--- src/rtl/mem_port_arbiter.sv ---
// mem_port_arbiter: shares one single-ported memory between an instruction-fetch
// requester and a data (load/store) requester. Data normally wins, but after
// STARVE_LIMIT back-to-back data grants with a fetch waiting, the fetch wins.
// All outputs are registered; each access completes with a one-cycle ready pulse.
//
// Ports:
//   clk, rst_n                    clock, asynchronous active-low reset
//   if_req, if_addr               fetch request / byte address
//   if_rdata, if_ready            fetched word / completion pulse
//   d_req, d_we, d_byte           data request, store select, byte access
//   d_signextend, d_addr, d_wdata byte-load extension, byte address, store data
//   d_rdata, d_ready              aligned/extended load result / completion pulse
//   mem_en, mem_be, mem_addr,     memory strobe, byte write enables (0 = read),
//   mem_wdata                     word address, write data
//   mem_rdata, mem_ack            memory read word / completion
module mem_port_arbiter #(
    parameter int unsigned STARVE_LIMIT = 4
) (
    input  logic        clk,
    input  logic        rst_n,
    input  logic        if_req,
    input  logic [31:0] if_addr,
    output logic [31:0] if_rdata,
    output logic        if_ready,
    input  logic        d_req,
    input  logic        d_we,
    input  logic        d_byte,
    input  logic        d_signextend,
    input  logic [31:0] d_addr,
    input  logic [31:0] d_wdata,
    output logic [31:0] d_rdata,
    output logic        d_ready,
    output logic        mem_en,
    output logic [3:0]  mem_be,
    output logic [31:0] mem_addr,
    output logic [31:0] mem_wdata,
    input  logic [31:0] mem_rdata,
    input  logic        mem_ack
);

    typedef enum logic [1:0] {IDLE, IF_BUSY, D_BUSY} state_t;

    state_t      state_q, state_d;
    logic [2:0]  streak_q, streak_d;
    logic        byte_q, byte_d;
    logic        sext_q, sext_d;
    logic [1:0]  lane_q, lane_d;

    logic        mem_en_d;
    logic [3:0]  mem_be_d;
    logic [31:0] mem_addr_d, mem_wdata_d;
    logic        if_ready_d, d_ready_d;
    logic [31:0] if_rdata_d, d_rdata_d;

    logic        grant_d, grant_if;
    logic [7:0]  lane_byte;
    logic [31:0] load_data;

    // Data wins unless a fetch is waiting and the data streak has hit the limit.
    assign grant_d  = d_req && (!if_req || (32'(streak_q) < STARVE_LIMIT));
    assign grant_if = if_req && !grant_d;

    always_comb begin
        lane_byte = mem_rdata[{lane_q, 3'b000} +: 8];
        if (byte_q) begin
            load_data = {{24{sext_q & lane_byte[7]}}, lane_byte};
        end else begin
            load_data = mem_rdata;
        end
    end

    always_comb begin
        state_d     = state_q;
        streak_d    = streak_q;
        byte_d      = byte_q;
        sext_d      = sext_q;
        lane_d      = lane_q;
        mem_en_d    = mem_en;
        mem_be_d    = mem_be;
        mem_addr_d  = mem_addr;
        mem_wdata_d = mem_wdata;
        if_ready_d  = 1'b0;
        d_ready_d   = 1'b0;
        if_rdata_d  = if_rdata;
        d_rdata_d   = d_rdata;

        unique case (state_q)
            IDLE: begin
                // The ready-pulse cycle makes no grant so requesters can drop.
                if (!if_ready && !d_ready) begin
                    if (grant_d) begin
                        state_d    = D_BUSY;
                        mem_en_d   = 1'b1;
                        mem_addr_d = {d_addr[31:2], 2'b00};
                        lane_d     = d_addr[1:0];
                        byte_d     = d_byte;
                        sext_d     = d_signextend;
                        if (!d_we) begin
                            mem_be_d = 4'h0;
                        end else if (d_byte) begin
                            mem_be_d = 4'b0001 << d_addr[1:0];
                        end else begin
                            mem_be_d = 4'hF;
                        end
                        mem_wdata_d = d_byte ? {4{d_wdata[7:0]}} : d_wdata;
                        if (if_req) begin
                            streak_d = (streak_q == 3'd7) ? 3'd7 : streak_q + 3'd1;
                        end else begin
                            streak_d = 3'd0;
                        end
                    end else if (grant_if) begin
                        state_d    = IF_BUSY;
                        mem_en_d   = 1'b1;
                        mem_addr_d = {if_addr[31:2], 2'b00};
                        mem_be_d   = 4'h0;
                        streak_d   = 3'd0;
                    end
                end
            end
            IF_BUSY: begin
                if (mem_ack) begin
                    state_d    = IDLE;
                    mem_en_d   = 1'b0;
                    mem_be_d   = 4'h0;
                    if_ready_d = 1'b1;
                    if_rdata_d = mem_rdata;
                end
            end
            D_BUSY: begin
                if (mem_ack) begin
                    state_d   = IDLE;
                    mem_en_d  = 1'b0;
                    mem_be_d  = 4'h0;
                    d_ready_d = 1'b1;
                    d_rdata_d = load_data;
                end
            end
            default: begin
                state_d  = IDLE;
                mem_en_d = 1'b0;
                mem_be_d = 4'h0;
            end
        endcase
    end

    always_ff @(posedge clk or negedge rst_n) begin
        if (!rst_n) begin
            state_q   <= IDLE;
            streak_q  <= 3'd0;
            byte_q    <= 1'b0;
            sext_q    <= 1'b0;
            lane_q    <= 2'd0;
            mem_en    <= 1'b0;
            mem_be    <= 4'h0;
            mem_addr  <= 32'h0;
            mem_wdata <= 32'h0;
            if_ready  <= 1'b0;
            d_ready   <= 1'b0;
            if_rdata  <= 32'h0;
            d_rdata   <= 32'h0;
        end else begin
            state_q   <= state_d;
            streak_q  <= streak_d;
            byte_q    <= byte_d;
            sext_q    <= sext_d;
            lane_q    <= lane_d;
            mem_en    <= mem_en_d;
            mem_be    <= mem_be_d;
            mem_addr  <= mem_addr_d;
            mem_wdata <= mem_wdata_d;
            if_ready  <= if_ready_d;
            d_ready   <= d_ready_d;
            if_rdata  <= if_rdata_d;
            d_rdata   <= d_rdata_d;
        end
    end

endmodule
--- config.mk ---
export PLATFORM = sky130hd
export DESIGN_NAME = mem_port_arbiter
export DESIGN_NICKNAME = d
export VERILOG_FILES = /design/src/rtl/mem_port_arbiter.sv
export SDC_FILE = /design/constraint.sdc
export NUM_CORES = 1
export LEC_CHECK = 0
export ABC_CLOCK_PERIOD_IN_PS = 6100
export BUFFER_PORTS_ARGS = -buffer_cell sky130_fd_sc_hd__buf_4
export CORE_UTILIZATION = 51
export CTS_CLUSTER_DIAMETER = 60
export CTS_CLUSTER_SIZE = 16
export DETAILED_ROUTE_END_ITERATION = 8
export PLACE_DENSITY = 0.91
export SYNTH_ARGS = -nofsm -noshare
export SYNTH_HDL_FRONTEND = slang
export SYNTH_SLANG_ARGS = --single-unit
--- constraint.sdc ---
create_clock -name clk -period 6.1 [get_ports clk]
set_clock_uncertainty 0.2 [all_clocks]
set_input_delay 0.305 -clock clk [delete_from_list [all_inputs] [get_ports clk]]
set_output_delay 0.305 -clock clk [all_outputs]
set_load 0.02 [all_outputs]
# Word-level counts from Yosys, hierarchy flattened
# Index checks and enable logic that the tools add are counted.
[totals]
register_bits = 144
in_bits = 136
out_inout_bits = 135
elab_cells = 68
[op_classes]
bitwise = 1
add_sub_neg = 1
shift = 2
muxes = 28
n_lt_le_gt_ge = 1
n_eq_ne = 6
reduce_logical = 16
[op_table]
columns = ["operator", "n"]
rows = [
  ["two-way mux 32 bit", 4],
  ["variable part select 32 x 6 -> 8 bit", 1],
  ["two-way mux 4 bit", 6],
  ["two-way mux 3 bit", 4],
  ["AND reduction 3 bit", 3],
  ["two-way mux 2 bit", 4],
  ["case mux 4 bit (2 select lines)", 1],
  ["two-way mux 1 bit", 7],
  ["logical NOT 1 bit", 4],
  ["case mux 2 bit (2 select lines)", 1],
  ["AND reduction 2 bit", 2],
  ["<< shifter 1 x 2 -> 4 bit, first input constant", 1],
  ["adder 3 x 1 -> 3 bit, second input constant", 1],
  ["== test 3 bit, second input constant", 1],
  ["logical AND 1 bit", 3],
  ["less-than comparator 3 bit, second input constant", 1],
  ["!= test 3 bit, second input constant", 1],
  ["== test 2 x 1 -> 1 bit, second input constant", 1],
  ["== test 2 bit, second input constant", 1],
  ["logical NOT 2 bit", 1],
  ["!= test 2 x 1 -> 1 bit, second input constant", 1],
  ["!= test 2 bit, second input constant", 1],
  ["case mux 1 bit (2 select lines)", 1],
  ["nonzero test 2 bit", 1],
  ["3 further kinds", 3],
]

# Longest topological paths before layout
# Gate-level depths: netlist of the first run.
[logic_depth]
depth_word = 9
depth_mapped = 8
depth_no_buf = 6

# Worst setup path after synthesis of the first run
# OpenSTA, ideal clock, no wires.
[synth_path]
kind = "register -> register"
from = "reg state_q[0]"
to = "reg mem_wdata[0]"
setup_time_ps = 125
t_required_ps = 5775
slack_ps = 4119
path_buffers = 2
synth_period_minus_slack_ps = 1981
arrival_time_ps = 1655
path_stages_with_launch = 8
path_cell_list = "dfrtp_1 inv_1 ha_1 or3b_4 nand2b_4 buf_6 buf_6 mux2_4"
[synth_between]
elab_chain_cells = 2
[synth_rtl]
columns = ["item", "line_no", "text"]
rows = [
  ["start, declared", "43", "state_t state_q, state_d;"],
  ["start signal, assigned", "162", "state_q <= state_d;"],
  ["logical NOT 2 bit", "87", "unique case (state_q)"],
  ["AND reduction 3 bit (no line)", "n/a", ""],
  ["end signal, assigned", "170", "mem_wdata <= mem_wdata_d;"],
  ["end, declared", "36", "output logic [31:0] mem_wdata,"],
]
# No other way between the ends.
# A chain may end at the register's enable or synchronous reset.

# Worst setup path after layout of the first run
[layout_path]
from = "reg state_q[0]"
to = "reg mem_addr[12]"
[layout_between]
elab_chain_cells = 2
[layout_rtl]
columns = ["item", "line_no", "text"]
rows = [
  ["logical NOT 2 bit", "87", ""],
  ["AND reduction 3 bit (no line)", "n/a", ""],
  ["end signal, assigned", "169", "mem_addr <= mem_addr_d;"],
  ["end, declared", "35", "output logic [31:0] mem_addr,"],
]
# No other way between the ends.

==> metrics.txt, run 1 <==
FFs w/ async S/R, synth between 90% and 100%; vias in the first global route about 6400; pin count of the biggest net entering global routing 75; GP Congestion around 0.82; Layout area overhead 53.26%; CP Launch Point state_q[0]; Die Height 112.2 um; Buf+Inv Stages, Crit Path 1; critical path depth 6; failing checks design-rule violations; Net count, final between 1000 and 1500; fin crit share 46.46%; critical path arrival slightly below 3000 ps; f_max ~350 MHz; kind of end point of the critical path register; Starting Density 53.32%; outcome complete, but fails checks; Crit path required time 6210 ps; WL per Instance about 20 um; Top delay family on crit path simple AND/OR/NAND/NOR gates; vias per inst around 5.7; Synth Area per Inst between 10 and 15 um2; initial antenna violation count 0; ant diodes 0; CP Capture Point mem_addr[12]; core area approximately 12000 um2; Cells after Synth between 500 and 600; worst slew pin tran approximately 1300 ps; DIE AREA ~13000 um2; critical path startpoint category register; Clock Tree Root clkbuf_16; Min-Delay Path Class input pin to register; final setup violation count 0; HPWL after DPL around 12 mm; CTS tree yes; Filler Cell Count between 600 and 700; reported leakage power 4.732 nW; P per Cell Area 529.6 nW/um2; # DRC 15; Sum Neg Setup Slack 0 ps; FF-to-FF Start state_q[0]; Die W around 110 um; Total GRT Usage 33.48%; Syn. warnings 0; Post-CTS Hold Buffers 70; Ports around 270; R2R cell count 6; first-pass GRT wire length approximately 32 mm; Top FF cell, synth dfrtp_1; clk slew on worst S/H paths 60 ps; post-synth cell types 33; total wire length between 20 and 25 mm; Reg2Reg Capture Point mem_addr[12]; maximum VDD drop 0.0003659 V; Rel. slew slack 9.965%; total CTS buffers 17; Total Power between 0.005 and 0.006 W; clk sink count about 140; MaxCap Viol Count 0; setup bufs post-CTS 0; number of nets with antenna violations after routing 0; Hold Vio Cnt, Final 0; Post-Syn Area between 6000 and 7000 um2; quantity of I/O buffers inserted on ports 266; post_cts resized 0; min Tclk post-route about 2800 ps; DRT iter0 DRCs between 400 and 500; Remaining Overflow, GRT 0; DR vias 5909; CTS max path bufs 2; reg2reg setup slack about 3300 ps; RSZ-0062 raised after global routing no; H-tree levels 4; slowest stage cell, crit path nor2_4; Max stage delay on crit path between 1000 and 1500 ps; Crit Path Max Fanout 66; Post-synth EDFFs 0; Cell Chain, Critical Path inv_1, ha_1, or3b_4, nor2_4, nor2_1, a21oi_1; DRT Pass-1 Iters 7; Final Max Slew Viols 0; row cnt 39; register area share after synthesis between 50% and 60%; share of cells above drive strength 1 37.50%; clock latency on the worst-skew pair slightly above 400 ps; synthesized flop and latch total 142; critical path class register to register
-- power by group --
part | switching (W) | internal [W]
combinational | 0.00131 | 0.000970
sequential | 0.000341 | 0.00140
clock | 0.000393 | 0.000618
-- area by class of cell --
type                    instances  area [um2]  area share, %
inverters                      22       82.58         0.8701
clock inverters                11       117.6          1.239
multi-input cells             361        2370          24.97
clock buffers                  20       456.7          4.812
flip-flops and latches        142        3553          37.44
repair buffers                340        2731          28.78
well taps                     143       178.9          1.885
-- worst min-delay path by stage --
stage | end | cells past startpoint | slack, ps | startpoint
CTS | mem_addr[30] | 3 | 0.4 | d_addr[30]
global route | mem_addr[31] | 3 | 6 | if_addr[31]
detailed placement | mem_addr[29] | 1 | 150 | rst_n
floorplan | byte_q | 0 | -190 | rst_n
global placement | mem_addr[24] | 1 | 140 | rst_n
finish | mem_addr[17] | 3 | 10 | if_addr[17]
-- metal layers --
metal | wire (um) | GRT usage, % | up-vias | part of all wire, %
li1 | - | - | 2594 | -
met1 | 7329 | 36.87 | 2872 | 36
met2 | 10540 | 58.67 | 360 | 52
met3 | 1514 | 7.775 | 83 | 7.4
met4 | 980 | 21.07 | 0 | 4.8
met5 | 0 | 0 | - | 0
-- stage by stage --
step                      area [um2]  std cells  hold WS (ps)  setup WS, ps  utilization (%)
after floorplan                 6196        566        -190.6          4119                -
after CTS                       9490       1039        0.4000          3390            81.72
after detailed placement        8215        938         148.1          3404            70.74
final                           9490       1039         12.92          3266            81.72
after global placement          8215        938         135.3          3611            70.74
after global routing            9490       1039         5.939          3047            81.72
-- cells in the final DEF (no fill, tap or decap), types with 7 or more instances in the layout --
| cell type | count |
|---|---|
| clkbuf_16 | 17 |
| o22ai_1 | 7 |
| buf_4 | 269 |
| inv_1 | 22 |
| a21oi_1 | 45 |
| nand2_1 | 61 |
| mux2_2 | 22 |
| mux2i_1 | 56 |
| nor2_1 | 46 |
| dfrtp_1 | 142 |
| mux2_4 | 8 |
| o21ai_0 | 70 |
| dlygate4sd3_1 | 70 |
| o311ai_0 | 12 |
-- registers in the layout (all words and copies together), names as in the netlist --
register and flops:
d_rdata 32, if_rdata 32, mem_wdata 32, mem_addr 30, mem_be 4, streak_q 3
lane_q 2, state_q 2, byte_q 1, d_ready 1, if_ready 1, mem_en 1
sext_q 1
-- cells by family (layout without fill, tap and decap cells) --
group / Yosys count / count (layout) / synth area share, %
compound gates: 149 / 149 / 13.76
fa+ha+maj: 4 / 4 / 0.8083
buf+inv: 63 / 393 / 4.708
flops: 142 / 142 / 57.39
mux: 87 / 87 / 15.36
other cells: 1 / 2 / 0.06056
simple gates: 119 / 119 / 7.921
-- tightest hold or removal path, stage by stage --
cell and delay, ps:
buf_4 90, mux2i_1 50, a21oi_1 130
-- synthesized netlist by cell type (7+ instances only) --
library cell	n	share of area, %
inv_1	22	1.3
o311ai_0	12	1.7
mux2_4	8	1.9
mux2i_1	56	9.1
buf_2	14	1.1
a21oi_1	45	3.6
o21ai_0	70	5.7
nor2_1	47	2.8
clkbuf_1	18	1.1
o22ai_1	7	0.71
nand2_1	61	3.7
dfrtp_1	142	57
mux2_2	22	4.0
Power figures use the tool's default switching activity.
==> inputs of run 2 (changes only) <==
ABC_CLOCK_PERIOD_IN_PS = 2250   (was 6100)
CORE_UTILIZATION = 43   (was 51)
PLACE_DENSITY = 0.83   (was 0.91)
clock period = 2.25 ns   (was 6.1 ns; I/O delays follow)
==> run 2 against run 1 <==
Effect of this change: the run ends with negative hold slack left; worst setup slack worse by 3200 ps; critical path depth down 1; total power rose to 2.8 times the previous value; largest power group unchanged; largest cell class unchanged.
==> metrics.txt, run 2 (synthesized netlist as in run 1, its figures left out) <==
DRT Pass-1 Iters 4 (was 7); Crit path required time 2340 ps (was 6210 ps); core area 13990 um2 (was 11610 um2); CTS tree yes (unchanged); Final Max Slew Viols 0 (unchanged); DP Cell Count 988 (was 938); number of nets with antenna violations after routing 0 (unchanged); post-route cell area 10350 um2 (was 9490 um2); slowest stage cell, crit path dlygate4sd3_1 (was nor2_4); largest registers d_rdata (32), if_rdata (32), mem_wdata (32) (unchanged); row cnt 43 (was 39); maximum VDD drop 0.0008135 V (was 0.0003659 V); Hold Vio Cnt, Final 2 (was 0); f_max 455.5 MHz (was 352.8 MHz); Remaining Overflow, GRT 0 (unchanged); MaxCap Viol Count 0 (unchanged); outcome complete, but fails checks (unchanged); CTS max path bufs 2 (unchanged); commonest cells after routing, fill and taps aside buf_4 (280), dfrtp_1 (142), dlygate4sd3_1 (131) (was buf_4 (269), dfrtp_1 (142), o21ai_0 (70), dlygate4sd3_1 (70), nand2_1 (61)); # DRC 0 (was 15); Starting Density 44.27% (was 53.32%); critical path arrival 2290 ps (was 2950 ps); Cell Chain, Critical Path a21boi_4, buf_12, mux2i_1, dlygate4sd3_1, a21oi_1 (was inv_1, ha_1, or3b_4, nor2_4, nor2_1, a21oi_1); critical path class register to register (unchanged); clock latency on the worst-skew pair 410 ps (about the same); worst slew pin tran 585.0 ps (was 1347 ps); vias per inst 5.349 (was 5.687); P per Cell Area 1354 nW/um2 (was 529.6 nW/um2); DRT iter0 DRCs 420 (was 448); ant diodes 0 (unchanged); Die W 122 um (was 112.2 um); critical path startpoint category register (unchanged); DIE AREA 14880 um2 (was 12590 um2); Rel. slew slack 60.91% (was 9.965%); final setup violation count 0 (unchanged); met1 WL 8.164 mm (was 7.329 mm); Net count, final 1101 (was 1024); GP Congestion 0.7945 (was 0.8212); Placed Area 8409 um2 (was 8215 um2); HPWL after DPL 12.25 mm (was 12.31 mm); reported leakage power 5.100 nW (was 4.732 nW); Layout area overhead 67.17% (was 53.26%); Max stage delay on crit path 600 ps (was 1010 ps); failing checks negative hold slack (was design-rule violations); Finished Core Util 74.00% (was 81.72%); commonest non-fill, non-tap cell in the layout buf_4 (unchanged); max layer used met4 (unchanged); Die Height 122 um (was 112.2 um); clk sink count 142 (unchanged); H-tree levels 4 (unchanged); Sum Neg Setup Slack 0 ps (unchanged); critical path depth 5 (was 6); total CTS buffers 17 (unchanged); quantity of I/O buffers inserted on ports 266 (unchanged); RSZ-0062 raised after global routing no (unchanged); clk slew on worst S/H paths 60 ps (about the same); Clock Tree Root clkbuf_16 (unchanged); pin count of the biggest net entering global routing 63 (was 75); Top delay family on crit path buffers and inverters (was simple AND/OR/NAND/NOR gates); min Tclk post-route 2195 ps (was 2834 ps); Min-Delay Path Class input pin to asynchronous set/reset pin (was input pin to register); kind of end point of the critical path register (unchanged); Crit Path Max Fanout 15 (was 66); Buf+Inv Stages, Crit Path 2 (was 1); DR vias 6173 (was 5909); wire length on met2 11.67 mm (was 10.54 mm); initial antenna violation count 0 (unchanged); worst hold margin -6.098 ps (was 12.92 ps); WL per Instance 19.51 um (was 19.60 um); non-filler instance count after layout 1154 (was 1039); vias in the first global route 6548 (was 6388); met3 wire length 1.541 mm (was 1.514 mm); share of cells above drive strength 1 36.34% (was 37.50%); R2R cell count 5 (was 6); Ports 271 (unchanged); fin crit share 97.57% (was 46.46%); first-pass GRT wire length 34.20 mm (was 32.32 mm); total wire length 22.52 mm (was 20.36 mm); Total GRT Usage 30.84% (was 33.48%)
run 2: cell count changes in the layout (fill, tap and decap cells not counted), sizes merged:
| cell | change |
|---|---|
| dlygate4sd3 | +61 |
| clkinv | -1 |
| clkbuf | +4 |
| bufinv | -1 |
| buf | +15 |
run 2: power by group:
part	switching [W]	total [W]	internal, W
clock network	0.00109	0.00278	0.00169
registers	0.000815	0.00460	0.00379
logic	0.00374	0.00663	0.00289
total	0.00564	0.0140	0.00837
run 2: path summary, 6_finish.rpt:
kind	from	end	slack (ps)
max reg2reg	streak_q[2]	mem_addr[2]	50
max	streak_q[2]	mem_addr[2]	50
max in group asynchronous	rst_n	d_rdata[3]	1140
min	rst_n	mem_addr[29]	-6
min reg2reg	mem_wdata[31]	mem_wdata[31]	280
min in group clk	mem_ack	d_ready	40
run 2: layout make-up:
class	instances	area, um2
inverters	22	82.58
well taps	180	225.2
fillers	872	3637
clock inverters	9	82.58
multi-input cells	361	2370
flip-flops and latches	142	3553
clock buffers	23	508.0
repair buffers	417	3530
run 2: through the flow:
step	setup WS (ps)	total power [W]	hold slack (ps)
6_report	54.66	0.01401	-6.098
5_1_grt	32.14	0.01470	37.30
4_1_cts	82.41	0.01372	19.08
3_5_place_dp	205.3	0.01073	-116.2
3_3_place_gp	228.0	0.01051	-128.6
2_1_floorplan	269.5	0.007884	-383.1
run 2: timing repair:
item	in CTS	in global routing
setup buffers	0	2
hold endpoints to repair	280	0
hold buffers	131	0
setup endpoints to repair	0	15
resized for setup	0	0
run 2: layer usage:
layer / GRT usage (%) / vias up
li1: - / 2757
met1: 32.51 / 2975
met2: 54.59 / 340
met3: 7.818 / 101
met4: 19.52 / 0
met5: 0 / -
==> inputs of run 3 (changes only) <==
CORE_ASPECT_RATIO = 0.9   (was unset)
==> run 3 against run 2 <==
Effect of this change: the flow now finishes without violations; register-to-register slack got worse by 30 ps; worst setup slack got worse by 29 ps; total power about the same; die area is essentially flat; critical path depth unchanged; final area barely moved; sequential power barely moved; count of clock-buffer cells in the layout decreased by 1; combinational power is 2% lower; first-iteration DRC count increased by 0.71%; clock power is 3% higher; hold slack improved by 73 ps; largest power group unchanged.
==> metrics.txt, run 3 (synthesized netlist as in run 1, its figures left out) <==
clk slew on worst S/H paths 60 ps (about the same); reported leakage power 5.110 nW (was 5.100 nW); Layout area overhead 67.29% (was 67.17%); Hold Vio Cnt, Final 0 (was 2); Net count, final 1099 (was 1101); largest registers d_rdata (32), if_rdata (32), mem_wdata (32) (unchanged); Clock Tree Root clkbuf_16 (unchanged); slowest stage cell, crit path dlygate4sd3_1 (unchanged); Min-Delay Path Class input pin to asynchronous set/reset pin (unchanged); critical path class register to register (unchanged); f_max 449.5 MHz (was 455.5 MHz); HPWL after DPL 12.03 mm (was 12.25 mm); first-pass GRT wire length 33.47 mm (was 34.20 mm); CTS max path bufs 2 (unchanged); Remaining Overflow, GRT 0 (unchanged); Finished Core Util 73.70% (was 74.00%); reg2reg setup slack 30 ps (was 50 ps); ant diodes 0 (unchanged); Filler Cell Count 886 (was 872); CP Launch Point streak_q[2] (unchanged); min Tclk post-route 2225 ps (was 2195 ps); Starting Density 44.05% (was 44.27%); # DRC 0 (unchanged); Cell Chain, Critical Path a21boi_4, buf_8, mux2i_1, dlygate4sd3_1, a21oi_1 (was a21boi_4, buf_12, mux2i_1, dlygate4sd3_1, a21oi_1); R2R cell count 5 (unchanged); outcome finished clean (was complete, but fails checks); MaxCap Viol Count 0 (unchanged); CTS tree yes (unchanged); pin count of the biggest net entering global routing 67 (was 63); RSZ-0062 raised after global routing yes (was no); Max stage delay on crit path 590 ps (was 600 ps); fin crit share 98.88% (was 97.57%); WL per Instance 18.60 um (was 19.51 um); wire length on met2 11.50 mm (was 11.67 mm); commonest non-fill, non-tap cell in the layout buf_4 (unchanged); Final Max Slew Viols 0 (unchanged); commonest cells after routing, fill and taps aside buf_4 (277), dfrtp_1 (142), dlygate4sd3_1 (132) (was buf_4 (280), dfrtp_1 (142), dlygate4sd3_1 (131)); Die W 128.5 um (was 122 um); vias in the first global route 6368 (was 6548); P per Cell Area 1352 nW/um2 (was 1354 nW/um2); GP Congestion 0.8095 (was 0.7945); clock latency on the worst-skew pair 410 ps (about the same); worst slew pin tran 622.7 ps (was 585.0 ps); Total GRT Usage 29.68% (was 30.84%); Die Height 115.8 um (was 122 um); share of cells above drive strength 1 36.11% (was 36.34%); FF-to-FF Start streak_q[2] (unchanged); clk sink count 142 (unchanged); final setup violation count 0 (unchanged); row cnt 41 (was 43); H-tree levels 4 (unchanged); Crit Path Max Fanout 22 (was 15); met1 WL 8.021 mm (was 8.164 mm); core area 14060 um2 (was 13990 um2); Crit path required time 2330 ps (was 2340 ps); total wire length 21.67 mm (was 22.52 mm); DR vias 6102 (was 6173); initial antenna violation count 0 (unchanged); maximum VDD drop 0.0009266 V (was 0.0008135 V); kind of end point of the critical path register (unchanged); worst hold margin 66.79 ps (was -6.098 ps); CP Capture Point mem_addr[10] (was mem_addr[2]); vias per inst 5.238 (was 5.349); met3 wire length 1.631 mm (was 1.541 mm); DRT Pass-1 Iters 7 (was 4); Rel. slew slack 58.48% (was 60.91%); total CTS buffers 17 (unchanged); quantity of I/O buffers inserted on ports 266 (unchanged); critical path arrival 2310 ps (was 2290 ps); critical path startpoint category register (unchanged); max layer used met4 (unchanged); number of nets with antenna violations after routing 0 (unchanged); DIE AREA 14890 um2 (was 14880 um2); Ports 271 (unchanged); Reg2Reg Capture Point mem_addr[10] (was mem_addr[2]); DRT iter0 DRCs 423 (was 420)
## run 3: how the worst min path moves through the flow
stage              endpoint  depth (start not counted)
3_5_place_dp   if_rdata[10]                          1
3_3_place_gp   if_rdata[10]                          1
4_1_cts           mem_be[3]                          3
5_1_grt           mem_be[3]                          3
2_1_floorplan        byte_q                          0
6_report       if_rdata[19]                          2
## run 3: timing repair
| item | in CTS | in global routing |
|---|---|---|
| hold buffers | 132 | 0 |
| resized for setup | 0 | 2 |
| setup endpoints to repair | 0 | 18 |
| hold endpoints to repair | 264 | 0 |
| buffers inserted | 0 | 0 |
## run 3: per-layer routing
layer / GRT usage, % / vias up
met5: 0 / -
met4: 10.90 / 0
met2: 53.05 / 334
met3: 8.310 / 45
li1: - / 2749
met1: 34.06 / 2974
## run 3: power breakdown
| group | leakage, nW | internal, W | switching (W) |
|---|---|---|---|
| Sequential | 1.71 | 0.00379 | 0.000834 |
| Clock | 0.302 | 0.00177 | 0.00109 |
| Combinational | 3.10 | 0.00285 | 0.00367 |
| Total | 5.11 | 0.00841 | 0.00559 |
## run 3: cell type report
class / instances / area (um2) / share of cell area (%)
Sequential cell: 142 / 3553 / 34.30
Timing Repair Buffer: 415 / 3507 / 33.86
Multi-Input combinational cell: 361 / 2370 / 22.88
Clock buffer: 22 / 494.2 / 4.771
Tap cell: 193 / 241.5 / 2.331
Clock inverter: 10 / 110.1 / 1.063
Inverter: 22 / 82.58 / 0.7972
## run 3: worst max-delay path: cells and delay by family (launching register included)
kind                   cells  cell delay, ps
AOI/OAI and AO/OA          2             330
buffers and inverters      2             870
muxes                      1             290
DFF                        1             410
## run 3: through the flow
stage	worst slack [ps]	area, um2	total power, W	TNS [ps]	std cells
floorplan	269.5	6196	0.007884	0	566
global placement	230.7	8426	0.01048	0	1001
detailed placement	195.8	8426	0.01069	0	1001
CTS	42.13	10350	0.01377	0	1165
global route	-33.87	10360	0.01474	-72.66	1165
finish	25.26	10360	0.01400	0	1165
